[config.mk]
export PLATFORM = sky130hd
export DESIGN_NAME = pedestrian_crossing_ctrl
export DESIGN_NICKNAME = d
export VERILOG_FILES = /design/src/rtl/pedestrian_crossing_ctrl.sv
export SDC_FILE = /design/constraint.sdc
export NUM_CORES = 1
export LEC_CHECK = 0
export CAP_MARGIN = 20
export CORE_ASPECT_RATIO = 0.75
export CORE_UTILIZATION = 55
export DETAILED_ROUTE_END_ITERATION = 7
export HOLD_SLACK_MARGIN = 0.12
export PLACE_DENSITY = 0.88
export SYNTH_ARGS = -nofsm -noshare
export SYNTH_HDL_FRONTEND = slang
export SYNTH_SLANG_ARGS = --single-unit
[constraint.sdc]
create_clock -name clk -period 5.1 [get_ports clk]
set_input_delay 0.765 -clock clk [delete_from_list [all_inputs] [get_ports clk]]
set_output_delay 0.765 -clock clk [all_outputs]
set_load 0.02 [all_outputs]
[src/rtl/pedestrian_crossing_ctrl.sv]
// Multi-crossing pedestrian signal controller with its own 1 s time base.
// Per crossing: request latch, grant-gated WALK, flashing CLEAR countdown, 7-seg digits.
//
// Ports:
//   clk, rst_n            clock, synchronous active-low reset
//   enable                global run; low parks every channel in IDLE
//   request[N], grant[N]  button input and master grant per crossing
//   walk_light[N]         steady WALK lamp
//   hand_light[N]         DON'T-WALK lamp (flashes during CLEAR)
//   pending[N]            request latched, not yet served
//   done[N]               one-cycle pulse when a crossing finishes CLEAR
//   tens_digit/ones_digit 7 bits per channel at [7i+6:7i], gfedcba, bit0 = a
module pedestrian_crossing_ctrl #(
  parameter int NUM_CROSSINGS = 2,
  parameter int TICKS_PER_SEC = 50,
  parameter int WALK_TIME     = 7,
  parameter int CLEAR_TIME    = 15
) (
  input  logic                       clk,
  input  logic                       rst_n,
  input  logic                       enable,
  input  logic [NUM_CROSSINGS-1:0]   request,
  input  logic [NUM_CROSSINGS-1:0]   grant,
  output logic [NUM_CROSSINGS-1:0]   walk_light,
  output logic [NUM_CROSSINGS-1:0]   hand_light,
  output logic [NUM_CROSSINGS-1:0]   pending,
  output logic [NUM_CROSSINGS-1:0]   done,
  output logic [7*NUM_CROSSINGS-1:0] tens_digit,
  output logic [7*NUM_CROSSINGS-1:0] ones_digit
);

  localparam int PW = (TICKS_PER_SEC > 2) ? $clog2(TICKS_PER_SEC) : 1;

  localparam logic [PW-1:0] P_LAST = PW'(TICKS_PER_SEC - 1);
  localparam logic [PW-1:0] P_HALF = PW'(TICKS_PER_SEC / 2);

  localparam logic [6:0] WALK_CNT  = 7'(WALK_TIME);
  localparam logic [6:0] CLEAR_CNT = 7'(CLEAR_TIME);

  localparam logic [2:0] S_IDLE  = 3'd0;
  localparam logic [2:0] S_WAIT  = 3'd1;
  localparam logic [2:0] S_WALK  = 3'd2;
  localparam logic [2:0] S_CLEAR = 3'd3;
  localparam logic [2:0] S_DONE  = 3'd4;

  logic [PW-1:0] presc;
  logic          tick;
  logic          flash_on;

  logic [NUM_CROSSINGS-1:0][2:0] state;
  logic [NUM_CROSSINGS-1:0][2:0] state_d;
  logic [NUM_CROSSINGS-1:0][6:0] count;
  logic [NUM_CROSSINGS-1:0][6:0] count_d;
  logic [NUM_CROSSINGS-1:0]      pend_d;

  function automatic logic [6:0] seg(input logic [3:0] d);
    logic [6:0] s;
    s = 7'h00;
    case (d)
      4'd0: s = 7'h3F;
      4'd1: s = 7'h06;
      4'd2: s = 7'h5B;
      4'd3: s = 7'h4F;
      4'd4: s = 7'h66;
      4'd5: s = 7'h6D;
      4'd6: s = 7'h7D;
      4'd7: s = 7'h07;
      4'd8: s = 7'h7F;
      4'd9: s = 7'h6F;
      default: s = 7'h00;
    endcase
    return s;
  endfunction

  // Free-running time base shared by every channel; never restarted
  // on state entry, so the first second of a phase may be short.
  assign tick     = (presc == P_LAST);
  assign flash_on = (presc < P_HALF);

  always_ff @(posedge clk) begin
    if (!rst_n) begin
      presc <= '0;
    end else if (tick) begin
      presc <= '0;
    end else begin
      presc <= presc + 1'b1;
    end
  end

  always_comb begin
    state_d = state;
    count_d = count;
    pend_d  = pending;
    for (int i = 0; i < NUM_CROSSINGS; i++) begin
      unique case (state[i])
        S_IDLE: begin
          if (request[i]) begin
            pend_d[i]  = 1'b1;
            state_d[i] = S_WAIT;
          end
        end
        S_WAIT: begin
          if (grant[i]) begin
            pend_d[i]  = 1'b0;
            state_d[i] = S_WALK;
            count_d[i] = WALK_CNT;
          end
        end
        S_WALK: begin
          // Losing the grant cuts WALK short straight into CLEAR.
          if (!grant[i]) begin
            state_d[i] = S_CLEAR;
            count_d[i] = CLEAR_CNT;
          end else if (tick) begin
            if (count[i] == 7'd1) begin
              state_d[i] = S_CLEAR;
              count_d[i] = CLEAR_CNT;
            end else begin
              count_d[i] = count[i] - 7'd1;
            end
          end
        end
        S_CLEAR: begin
          if (request[i]) begin
            pend_d[i] = 1'b1;
          end
          if (tick) begin
            if (count[i] == 7'd1) begin
              state_d[i] = S_DONE;
            end else begin
              count_d[i] = count[i] - 7'd1;
            end
          end
        end
        S_DONE: begin
          if (pending[i] || request[i]) begin
            pend_d[i]  = 1'b1;
            state_d[i] = S_WAIT;
          end else begin
            state_d[i] = S_IDLE;
          end
        end
        default: begin
          state_d[i] = S_IDLE;
          pend_d[i]  = 1'b0;
        end
      endcase
      if (!enable) begin
        state_d[i] = S_IDLE;
        count_d[i] = 7'd0;
        pend_d[i]  = 1'b0;
      end
    end
  end

  always_ff @(posedge clk) begin
    if (!rst_n) begin
      state   <= '0;
      count   <= '0;
      pending <= '0;
    end else begin
      state   <= state_d;
      count   <= count_d;
      pending <= pend_d;
    end
  end

  // Lamps and digits follow the current state one cycle later;
  // a low enable blanks them at once so no stale CLEAR or done shows.
  always_ff @(posedge clk) begin
    if (!rst_n) begin
      walk_light <= '0;
      hand_light <= '1;
      done       <= '0;
      tens_digit <= '0;
      ones_digit <= '0;
    end else begin
      for (int i = 0; i < NUM_CROSSINGS; i++) begin
        if (!enable) begin
          walk_light[i]     <= 1'b0;
          hand_light[i]     <= 1'b1;
          done[i]           <= 1'b0;
          tens_digit[7*i+:7] <= 7'h00;
          ones_digit[7*i+:7] <= 7'h00;
        end else begin
          walk_light[i] <= (state[i] == S_WALK);
          done[i]       <= (state[i] == S_DONE);
          unique case (state[i])
            S_WALK:  hand_light[i] <= 1'b0;
            S_CLEAR: hand_light[i] <= flash_on;
            default: hand_light[i] <= 1'b1;
          endcase
          if (state[i] == S_CLEAR) begin
            tens_digit[7*i+:7] <= (count[i] >= 7'd10)
                                ? seg(4'(count[i] / 7'd10))
                                : 7'h00;
            ones_digit[7*i+:7] <= seg(4'(count[i] % 7'd10));
          end else begin
            tens_digit[7*i+:7] <= 7'h00;
            ones_digit[7*i+:7] <= 7'h00;
          end
        end
      end
    end
  end

endmodule

==> impl_metrics.json, run 1 <==
{
  "crit_type": "reg -> reg",
  "grt.overflow.total": 0,
  "synth_ff_type": "dfxtp_1",
  "crit_required_ns": 5.38,
  "post_cts_buffers": 0,
  "drtAntennaViolNets": 0,
  "max-vdd-ir-drop_v": 0.0001436,
  "syn-cell-area_um2": 4065,
  "timing.rr.end": "ones_digit[7]",
  "power_density_nw_per_um2": 220.8,
  "synth_top_area_share_pct": 30.53,
  "clkSinkCount": 62,
  "power_frac_comb_pct": 9.4,
  "cap_violations": 0,
  "cts_buffers": 9,
  "drt-wirelength-per-cell_um": 14.28,
  "synthXorXnorAreaFrac_pct": 2.801,
  "syn_inst": 519,
  "ff2ff_setup_slack_ns": 0.73,
  "syn-num-nets": 566,
  "outcome": "complete, no violations",
  "clock_skew_ns": 0.006946,
  "p_sw_w": 0.0002711,
  "setup_tns_ns": 0,
  "min-delay-start": "presc[0]",
  "dp_hpwl_um": 6688,
  "ys_ff_latch": 62,
  "yosysUniqueCellTypes": 61,
  "holdPathStages": 1,
  "max_freq_ghz": 0.2287,
  "clockRootBuffer": "clkbuf_8",
  "drc_errors": 0,
  "grt_max_degree": 21,
  "rsz0062_at_grt": "false",
  "drive_gt1_share_pct": 5.606,
  "period_needed_ns": 4.373,
  "swShare_pct": 26.04,
  "gp_congestion": 0.8676,
  "crit_path_start_kind": "flop",
  "holdPathEnd": "presc[0]",
  "slew_violations": 0,
  "grt_first_pass_wirelength_um": 15970,
  "synth-simple-area-share_pct": 22.16,
  "cp_max_fo": 17,
  "h-tree-depth": 3,
  "hold_buffers": 0,
  "synth.mux.area_fraction_pct": 2.555,
  "viasPerCell": 5.774,
  "hp-class": "reg -> reg",
  "io_pins": 43,
  "synth.area.top_cells": "dfxtp_1 31%, ha_1 12%, a21oi_1 5.8%",
  "yosysSeqAreaShare_pct": 30.53,
  "finish.utilization_pct": 67.74,
  "p_leak_nw": 1.912,
  "synth_warnings": 0,
  "vias": 3759,
  "synthAdderAreaFrac_pct": 12.31,
  "fillCellCount": 564,
  "syn2layout_area_growth_pct": 16.00,
  "worst_slew_pin_slew_ns": 0.7774,
  "clockBufferDepth": 2,
  "slew-limit-headroom_pct": 46.83,
  "worstReg2RegStart": "count[11]",
  "initial_core_util_pct": 58.39,
  "drt_wl_total_um": 9295,
  "setup_viol": 0,
  "first_pass_iters": 5,
  "nets": 595,
  "avgSynthCellArea_um2": 7.833,
  "p_seq_share_pct": 48.2,
  "hold_ws_ns": 0.4888,
  "synth_top_family_by_area": "compound AO/OA/AOI/OAI gates",
  "clk_transition_reported_paths_ns": 0.07,
  "worst_setup_path_end_kind": "flop",
  "hold_violations": 0,
  "die_area_um2": 7743,
  "p_int_w": 0.0007701,
  "synth_edf_count": 0,
  "synth-compound-area-share_pct": 24.32,
  "die_width_um": 101.3,
  "antenna_found_initial": 0,
  "first_iter_violations": 230,
  "port_buffers": 42,
  "synth_top_cell_by_area": "dfxtp_1",
  "cts_tree": "yes",
  "pwr-share-clk_pct": 42.4,
  "grt_usage_pct": 26.05,
  "rr_worst_depth": 17,
  "die_h_um": 76.46,
  "first_global_vias": 3417,
  "clkLatencyLatePin_ns": 0.35,
  "core_area_um2": 6962,
  "ctsResizeCount": 0,
  "n_antenna_cell": 0,
  "finalCritPeriodShare_pct": 85.75,
  "ys_async_sr_fraction_pct": 0,
  "rows": 26,
  "critical_path_arrival_ns": 4.66
}
==> cell families (layout without fill, tap and decap cells) <==
family,after synthesis,in the layout
simple gates,184,184
compound gates,154,154
flops,62,62
buf+inv,56,90
fa+ha+maj,40,40
xor+xnor,13,13
mux,10,10
==> placed cells by master, fill, tap and decap left out, drive strengths merged, types with 4 or more instances in the layout <==
cell type / count
dfxtp: 62
nor3: 11
clkdlybuf4s50: 42
a22oi: 5
nor2b: 12
ha: 40
or2: 4
nor2: 49
a21oi: 48
mux2i: 7
o22ai: 5
nand3b: 5
a211oi: 11
inv: 31
xnor2: 8
nor3b: 6
xor2: 5
a21o: 5
nand2b: 9
nand3: 15
clkbuf: 11
a311oi: 4
nand2: 52
and3: 4
a31oi: 5
o21ai: 38
and2: 4
o21a: 4
==> registers in the layout (all words and copies together), names as in the netlist, 6 cells and up <==
name / count
ones_digit: 14
count: 14
tens_digit: 14
state: 6
presc: 6
==> cells in the mapped netlist, drive strengths merged (2+ instances only) <==
| library cell | number |
|---|---|
| or2 | 4 |
| mux2i | 7 |
| o32ai | 2 |
| nor2b | 12 |
| nand4 | 3 |
| and3 | 4 |
| o21a | 4 |
| a21oi | 48 |
| nor3 | 11 |
| a221o | 3 |
| or3b | 2 |
| and2 | 4 |
| or3 | 2 |
| nand3 | 15 |
| mux2 | 3 |
| dfxtp | 62 |
| buf | 7 |
| o22ai | 5 |
| o21bai | 2 |
| clkbuf | 18 |
| o21ai | 38 |
| a22oi | 5 |
| xor2 | 5 |
| nor4b | 2 |
| a211o | 3 |
| a31oi | 5 |
| o31ai | 2 |
| a211oi | 11 |
| nand2b | 9 |
| xnor2 | 8 |
| nand3b | 5 |
| nor2 | 49 |
| a21boi | 2 |
| nand2 | 52 |
| a311oi | 4 |
| a21o | 5 |
| nor4 | 3 |
| inv | 31 |
| a2111oi | 3 |
| ha | 40 |
| o22a | 3 |
| nor3b | 6 |
==> final cells by class <==
cell class	instances	area (um2)	share of cell area (%)
repair buffers	43	427.9	9.074
clock buffers	11	141.4	2.998
flip-flops and latches	62	1241	26.32
multi-input cells	401	2608	55.29
clock inverters	5	58.81	1.247
inverters	31	116.4	2.468
well taps	98	122.6	2.600
==> critical path: stages (launching register included) <==
cell	delay, ns
dfxtp_1	0.65
inv_2	0.14
ha_1	0.27
ha_1	0.37
inv_1	0.05
a2111oi_0	0.54
a221oi_1	0.13
o21ai_0	0.19
o21ai_0	0.11
ha_1	0.26
nor3_1	0.33
nor2_4	0.11
xnor2_1	0.42
inv_1	0.16
ha_1	0.22
mux2i_1	0.13
nand2_1	0.07
a21oi_1	0.15
==> per-stage QoR <==
stage	cell area, um2	worst slack (ns)	total power [W]	instances
after global routing	4716	0.1800	0.001080	651
final	4716	0.7266	0.001041	651
after CTS	4716	0.7525	0.001049	651
after detailed placement	4516	0.7797	0.0006080	635
after floorplan	4065	1.480	0.0005836	519
after global placement	4516	1.001	0.0006037	635
==> power by group through the flow <==
stage,clock network [W],logic [W],registers (W)
finish,0.000442,0.0000975,0.000502
floorplan,0,0.0000764,0.000507
global placement,0,0.0000912,0.000512
CTS,0.000450,0.0000970,0.000502
detailed placement,0,0.0000951,0.000513
global route,0.000465,0.000112,0.000504
==> per-layer routing <==
metal  track usage (%)  share of wire (%)
met1             36.64                 48
met2             38.44                 44
met3             6.147                6.4
met4             9.420                1.8
met5                 0                  0
==> how the worst max path moves through the flow <==
stage / start / to / cells past startpoint
2_1_floorplan: count[12] / ones_digit[7] / 18
3_3_place_gp: count[11] / ones_digit[7] / 17
3_5_place_dp: count[11] / ones_digit[7] / 17
4_1_cts: count[11] / ones_digit[7] / 17
5_1_grt: count[11] / ones_digit[7] / 17
6_report: count[11] / ones_digit[7] / 17
Power figures use the tool's default switching activity.
==> run 2, diff against run 1 <==
--- a/config.mk
+++ b/config.mk
@@ -7,10 +7,11 @@
 export LEC_CHECK = 0
 export CAP_MARGIN = 20
 export CORE_ASPECT_RATIO = 0.75
-export CORE_UTILIZATION = 55
+export CORE_UTILIZATION = 57
 export DETAILED_ROUTE_END_ITERATION = 7
 export HOLD_SLACK_MARGIN = 0.12
-export PLACE_DENSITY = 0.88
+export PLACE_DENSITY = 0.9
+export RECOVER_POWER = 25
 export SYNTH_ARGS = -nofsm -noshare
 export SYNTH_HDL_FRONTEND = slang
 export SYNTH_SLANG_ARGS = --single-unit
==> run 2 against run 1 <==
Via count grew 2.3%. Largest cell class unchanged. Utilization is 1.0 points higher. Wire length increased by 3.5%. Hold slack worse by 0.0048 ns. Combinational power increased by 4%. Global-route usage up 0.70 points. Flip-flop and latch count stayed put. Maximum frequency shrank 4.1%. Critical endpoint unchanged.
==> impl_metrics.json, run 2 (synthesis results as in run 1) <==
{
  "core_area_um2": 6864,
  "hold_ws_ns": 0.4840,
  "p_int_w": 0.0007560,
  "max-vdd-ir-drop_v": 0.0001712,
  "cts_tree": "yes",
  "hold_buffers": 0,
  "viasPerCell": 5.888,
  "critPathBufInv": 3,
  "clk_transition_reported_paths_ns": 0.07,
  "vias": 3845,
  "post_cts_buffers": 0,
  "rows": 26,
  "cts_buffers": 9,
  "crit_path_start_kind": "flop",
  "drt-wirelength-per-cell_um": 14.73,
  "setup_tns_ns": 0,
  "hp-class": "reg -> reg",
  "cp_max_fo": 17,
  "grt_max_degree": 21,
  "clockBufferDepth": 2,
  "first_global_vias": 3429,
  "die_h_um": 75.14,
  "outcome": "complete, no violations",
  "reg.largest.list": "count x14, ones_digit x14, tens_digit x14",
  "power_frac_comb_pct": 9.8,
  "path_common_cell": "ha_1",
  "rsz0062_at_grt": "false",
  "first_pass_iters": 7,
  "h-tree-depth": 3,
  "finish.utilization_pct": 68.78,
  "wl_met3_um": 521,
  "p_leak_nw": 1.964,
  "clkSinkCount": 62,
  "swShare_pct": 26.76,
  "layout_common_cells": "62 x dfxtp_1, 52 x nand2_1, 48 x nor2_1, 47 x a21oi_1, 40 x ha_1",
  "met2_wirelength_um": 4359,
  "critical_path_arrival_ns": 4.85,
  "cap_violations": 0,
  "port_buffers": 42,
  "top_layer_used": "met4",
  "clock_skew_ns": 0.01407,
  "crit_type": "reg -> reg",
  "ctsResizeCount": 0,
  "slowest_delay_ns": 0.64,
  "pwr-share-clk_pct": 41.7,
  "wl_met1_um": 4540,
  "power_density_nw_per_um2": 218.7,
  "finalCritPeriodShare_pct": 89.42,
  "nets": 597,
  "final_area_um2": 4721,
  "clockRootBuffer": "clkbuf_8",
  "cp_cell_sequence": "inv_2 -> ha_1 -> ha_1 -> inv_1 -> a2111oi_0 -> a221oi_1 -> o21ai_0 -> o21ai_0 -> ha_1 -> nor3_1 -> nor2_4 -> xnor2_1 -> inv_1 -> ha_1 -> mux2i_1 -> nand2_1 -> a21oi_1",
  "slew-limit-headroom_pct": 42.73,
  "syn2layout_area_growth_pct": 16.13,
  "placed_area_um2": 4531,
  "die_width_um": 99.52,
  "grt_usage_pct": 26.75,
  "initial_core_util_pct": 59.22,
  "period_needed_ns": 4.560,
  "grt_first_pass_wirelength_um": 15770,
  "hold_violations": 0,
  "dp_hpwl_um": 6747,
  "drive_gt1_share_pct": 5.946,
  "io_pins": 43,
  "mostFrequentLayoutCell": "dfxtp_1",
  "power_w": 0.001032,
  "grt.overflow.total": 0,
  "drt_wl_total_um": 9617,
  "n_antenna_cell": 0,
  "slowest_stage": "dfxtp_1",
  "p_sw_w": 0.0002762,
  "worst_setup_path_end_kind": "flop",
  "first_iter_violations": 322,
  "crit_required_ns": 5.39,
  "clkLatencyLatePin_ns": 0.36,
  "p_seq_share_pct": 48.5,
  "critPathTopFamily": "compound AO/OA/AOI/OAI gates",
  "antenna_found_initial": 0,
  "gp_congestion": 0.9275,
  "slew_violations": 0,
  "setup_viol": 0,
  "drc_errors": 0,
  "max_freq_ghz": 0.2193,
  "worst_slew_pin_slew_ns": 0.8563,
  "drtAntennaViolNets": 0,
  "die_area_um2": 7477
}
## run 2: cell count changes in the layout (fill, tap and decap cells not counted)
cell	previous run	this run
clkdlybuf4s50_1	42	30
clkinv_2	1	3
clkbuf_8	10	9
clkinv_4	1	2
clkinvlp_4	2	0
buf_4	1	3
dlygate4sd3_1	0	12
## run 2: power by group through the flow
stage / Combinational, W / Sequential [W] / Clock (W)
floorplan: 0.0000764 / 0.000507 / 0
global placement: 0.0000931 / 0.000511 / 0
detailed placement: 0.0000980 / 0.000512 / 0
CTS: 0.0000999 / 0.000501 / 0.000432
global route: 0.000113 / 0.000502 / 0.000454
finish: 0.000101 / 0.000501 / 0.000431
## run 2: worst paths after layout
kind,start,to,slack (ns),cells after the start
max,count[11],ones_digit[7],0.54,17
min reg2reg,presc[0],presc[0],0.48,1
max reg2reg,count[11],ones_digit[7],0.54,17
min,presc[0],presc[0],0.48,1
## run 2: final cells by class
class	instances	area, um2
Inverter	31	116.4
Timing Repair Buffer	45	442.9
Clock inverter	6	62.56
Tap cell	98	122.6
Fill cell	545	2143
Multi-Input combinational cell	401	2608
Sequential cell	62	1241
Clock buffer	10	127.6
## run 2: metal layers
metal	track usage, %	vias up
met2	43.44	135
li1	-	1893
met1	35.34	1787
met5	0	-
met4	8.007	0
met3	7.149	30
## run 2: through the flow
stage / std cells / worst slack (ns)
2_1_floorplan: 519 / 1.480
3_3_place_gp: 637 / 1.046
3_5_place_dp: 637 / 0.7190
4_1_cts: 653 / 0.6946
5_1_grt: 653 / 0.1599
6_report: 653 / 0.5398
==> run 3, diff against run 2 <==
--- a/config.mk
+++ b/config.mk
@@ -6,7 +6,7 @@
 export NUM_CORES = 1
 export LEC_CHECK = 0
 export CAP_MARGIN = 20
-export CORE_ASPECT_RATIO = 0.75
+export CORE_ASPECT_RATIO = 1.1
 export CORE_UTILIZATION = 57
 export DETAILED_ROUTE_END_ITERATION = 7
 export HOLD_SLACK_MARGIN = 0.12
==> run 3 against run 2 <==
Count of clock-buffer cells in the layout down 1. Combinational power about the same. Sequential share of layout area about the same. Utilization up 1.2 points. Flip-flop and latch count unchanged. Power up 6.6%. Register-to-register slack better by 0.27 ns. Critical path depth unchanged. Setup slack better by 0.27 ns. Via count down 1.5%. Largest cell class unchanged. Die area about the same. Critical path type unchanged. First-iteration DRC count down 12%.
==> impl_metrics.json, run 3 (synthesis results as in run 1) <==
{
  "first_pass_iters": 5,
  "rows": 31,
  "clk_transition_reported_paths_ns": 0.08,
  "first_global_vias": 3467,
  "crit_path_start_kind": "flop",
  "port_buffers": 42,
  "multi_input_area_um2": 2608,
  "max-vdd-ir-drop_v": 0.0002716,
  "power_frac_comb_pct": 9.0,
  "cts_tree": "yes",
  "core_area_um2": 6749,
  "cap_violations": 0,
  "setup_tns_ns": 0,
  "drive_gt1_share_pct": 5.787,
  "ctsResizeCount": 0,
  "outcome": "complete, no violations",
  "critPathBufInv": 3,
  "crit_type": "reg -> reg",
  "drc_errors": 0,
  "first_iter_violations": 282,
  "clkLatencyLatePin_ns": 0.35,
  "cp_cell_sequence": "inv_2 -> ha_1 -> ha_1 -> inv_1 -> a2111oi_0 -> a221oi_1 -> o21ai_0 -> o21ai_0 -> ha_1 -> nor3_1 -> nor2_4 -> xnor2_1 -> inv_1 -> ha_1 -> mux2i_1 -> nand2_1 -> a21oi_1",
  "holdPathStages": 1,
  "nets": 595,
  "worst_setup_path_end_kind": "flop",
  "power_density_nw_per_um2": 232.8,
  "max_freq_ghz": 0.2331,
  "grt.overflow.total": 0,
  "ff2ff_setup_slack_ns": 0.81,
  "finalCritPeriodShare_pct": 84.12,
  "hold_buffers": 0,
  "grt_first_pass_wirelength_um": 15290,
  "die_area_um2": 7474,
  "clockRootBuffer": "clkbuf_8",
  "path_common_cell": "ha_1",
  "crit_required_ns": 5.38,
  "power_w": 0.001100,
  "die_width_um": 82.52,
  "p_int_w": 0.0008136,
  "pwr-share-clk_pct": 45.3,
  "hp-class": "reg -> reg",
  "worstReg2RegStart": "count[11]",
  "clock_skew_ns": 0.01437,
  "antenna_found_initial": 0,
  "timing.rr.end": "ones_digit[7]",
  "reg.largest.list": "count x14, ones_digit x14, tens_digit x14",
  "p_seq_share_pct": 45.7,
  "rr_worst_depth": 17,
  "die_h_um": 90.57,
  "layout_common_cells": "62 x dfxtp_1, 52 x nand2_1, 48 x nor2_1, 47 x a21oi_1, 40 x ha_1",
  "critical_path_arrival_ns": 4.57,
  "n_antenna_cell": 0,
  "clockBufferDepth": 2,
  "fillCellCount": 543,
  "p_leak_nw": 1.972,
  "drtAntennaViolNets": 0,
  "swShare_pct": 26.05,
  "critPathTopFamily": "adder cells",
  "slew_violations": 0,
  "grt_max_degree": 21,
  "min-delay-start": "presc[0]",
  "post_cts_buffers": 0,
  "io_pins": 43,
  "slowest_delay_ns": 0.62,
  "cp_max_fo": 17,
  "dp_hpwl_um": 6413,
  "h-tree-depth": 3,
  "vias": 3789,
  "cts_buffers": 9,
  "finish.utilization_pct": 70.02,
  "slowest_stage": "dfxtp_1",
  "clkSinkCount": 62,
  "p_sw_w": 0.0002866,
  "viasPerCell": 5.967,
  "final_area_um2": 4726,
  "gp_congestion": 0.8686,
  "setup_viol": 0,
  "slew-limit-headroom_pct": 35.98,
  "mostFrequentLayoutCell": "dfxtp_1",
  "hold_violations": 0,
  "syn2layout_area_growth_pct": 16.25,
  "drt-wirelength-per-cell_um": 14.65,
  "holdPathEnd": "presc[0]",
  "grt_usage_pct": 25.79,
  "rsz0062_at_grt": "false",
  "placed_area_um2": 4496,
  "initial_core_util_pct": 60.23,
  "regArea_um2": 1241,
  "period_needed_ns": 4.290,
  "worst_slew_pin_slew_ns": 0.9362,
  "drt_wl_total_um": 9302
}
## run 3: changes by cell type in the layout (fill, tap and decap cells not counted), sizes merged
cell,delta
buf,-2
bufinv,+1
clkbuf,-1
clkdlybuf4s50,-1
clkinv,-2
dlygate4sd3,+1
inv,+2
## run 3: worst max path at each step
| stage | start | end | slack (ns) | cells after the start |
|---|---|---|---|---|
| 2_1_floorplan | count[12] | ones_digit[7] | 1.48 | 18 |
| 5_1_grt | count[11] | ones_digit[7] | 0.34 | 17 |
| 3_3_place_gp | count[11] | ones_digit[7] | 1.04 | 17 |
| 6_report | count[11] | ones_digit[7] | 0.81 | 17 |
| 3_5_place_dp | count[11] | ones_digit[7] | 0.82 | 17 |
| 4_1_cts | count[11] | ones_digit[7] | 0.78 | 17 |
## run 3: area by class of cell
class                      instances  share of cell area, %
sequential                        62                  26.26
tap                               82                  2.171
multi-input combinational        401                  55.18
clock buffer                       9                  2.621
timing repair buffer              43                  9.055
inverter                          31                  2.462
clock inverter                     7                  2.250
## run 3: per-stage QoR
step	hold slack, ns	std cells	setup WS (ns)
floorplan	0.4449	519	1.480
global placement	0.4628	619	1.041
detailed placement	0.4913	619	0.8180
CTS	0.5112	635	0.7799
global route	0.5332	635	0.3400
finish	0.5010	635	0.8098
## run 3: per-layer routing
metal / global-route usage, % / wire length [um] / vias up
met2: 44.97 / 4794 / 107
met1: 29.76 / 3968 / 1768
met3: 3.535 / 330 / 21
met4: 13.07 / 209 / 0
met5: 0 / 0 / -
li1: - / - / 1893
## run 3: power by group through the flow
stage	sequential [W]	clock (W)	combinational, W
floorplan	0.000507	0	0.0000764
global placement	0.000512	0	0.0000909
detailed placement	0.000513	0	0.0000955
CTS	0.000502	0.000501	0.0000982
global route	0.000504	0.000524	0.000110
finish	0.000502	0.000498	0.0000994
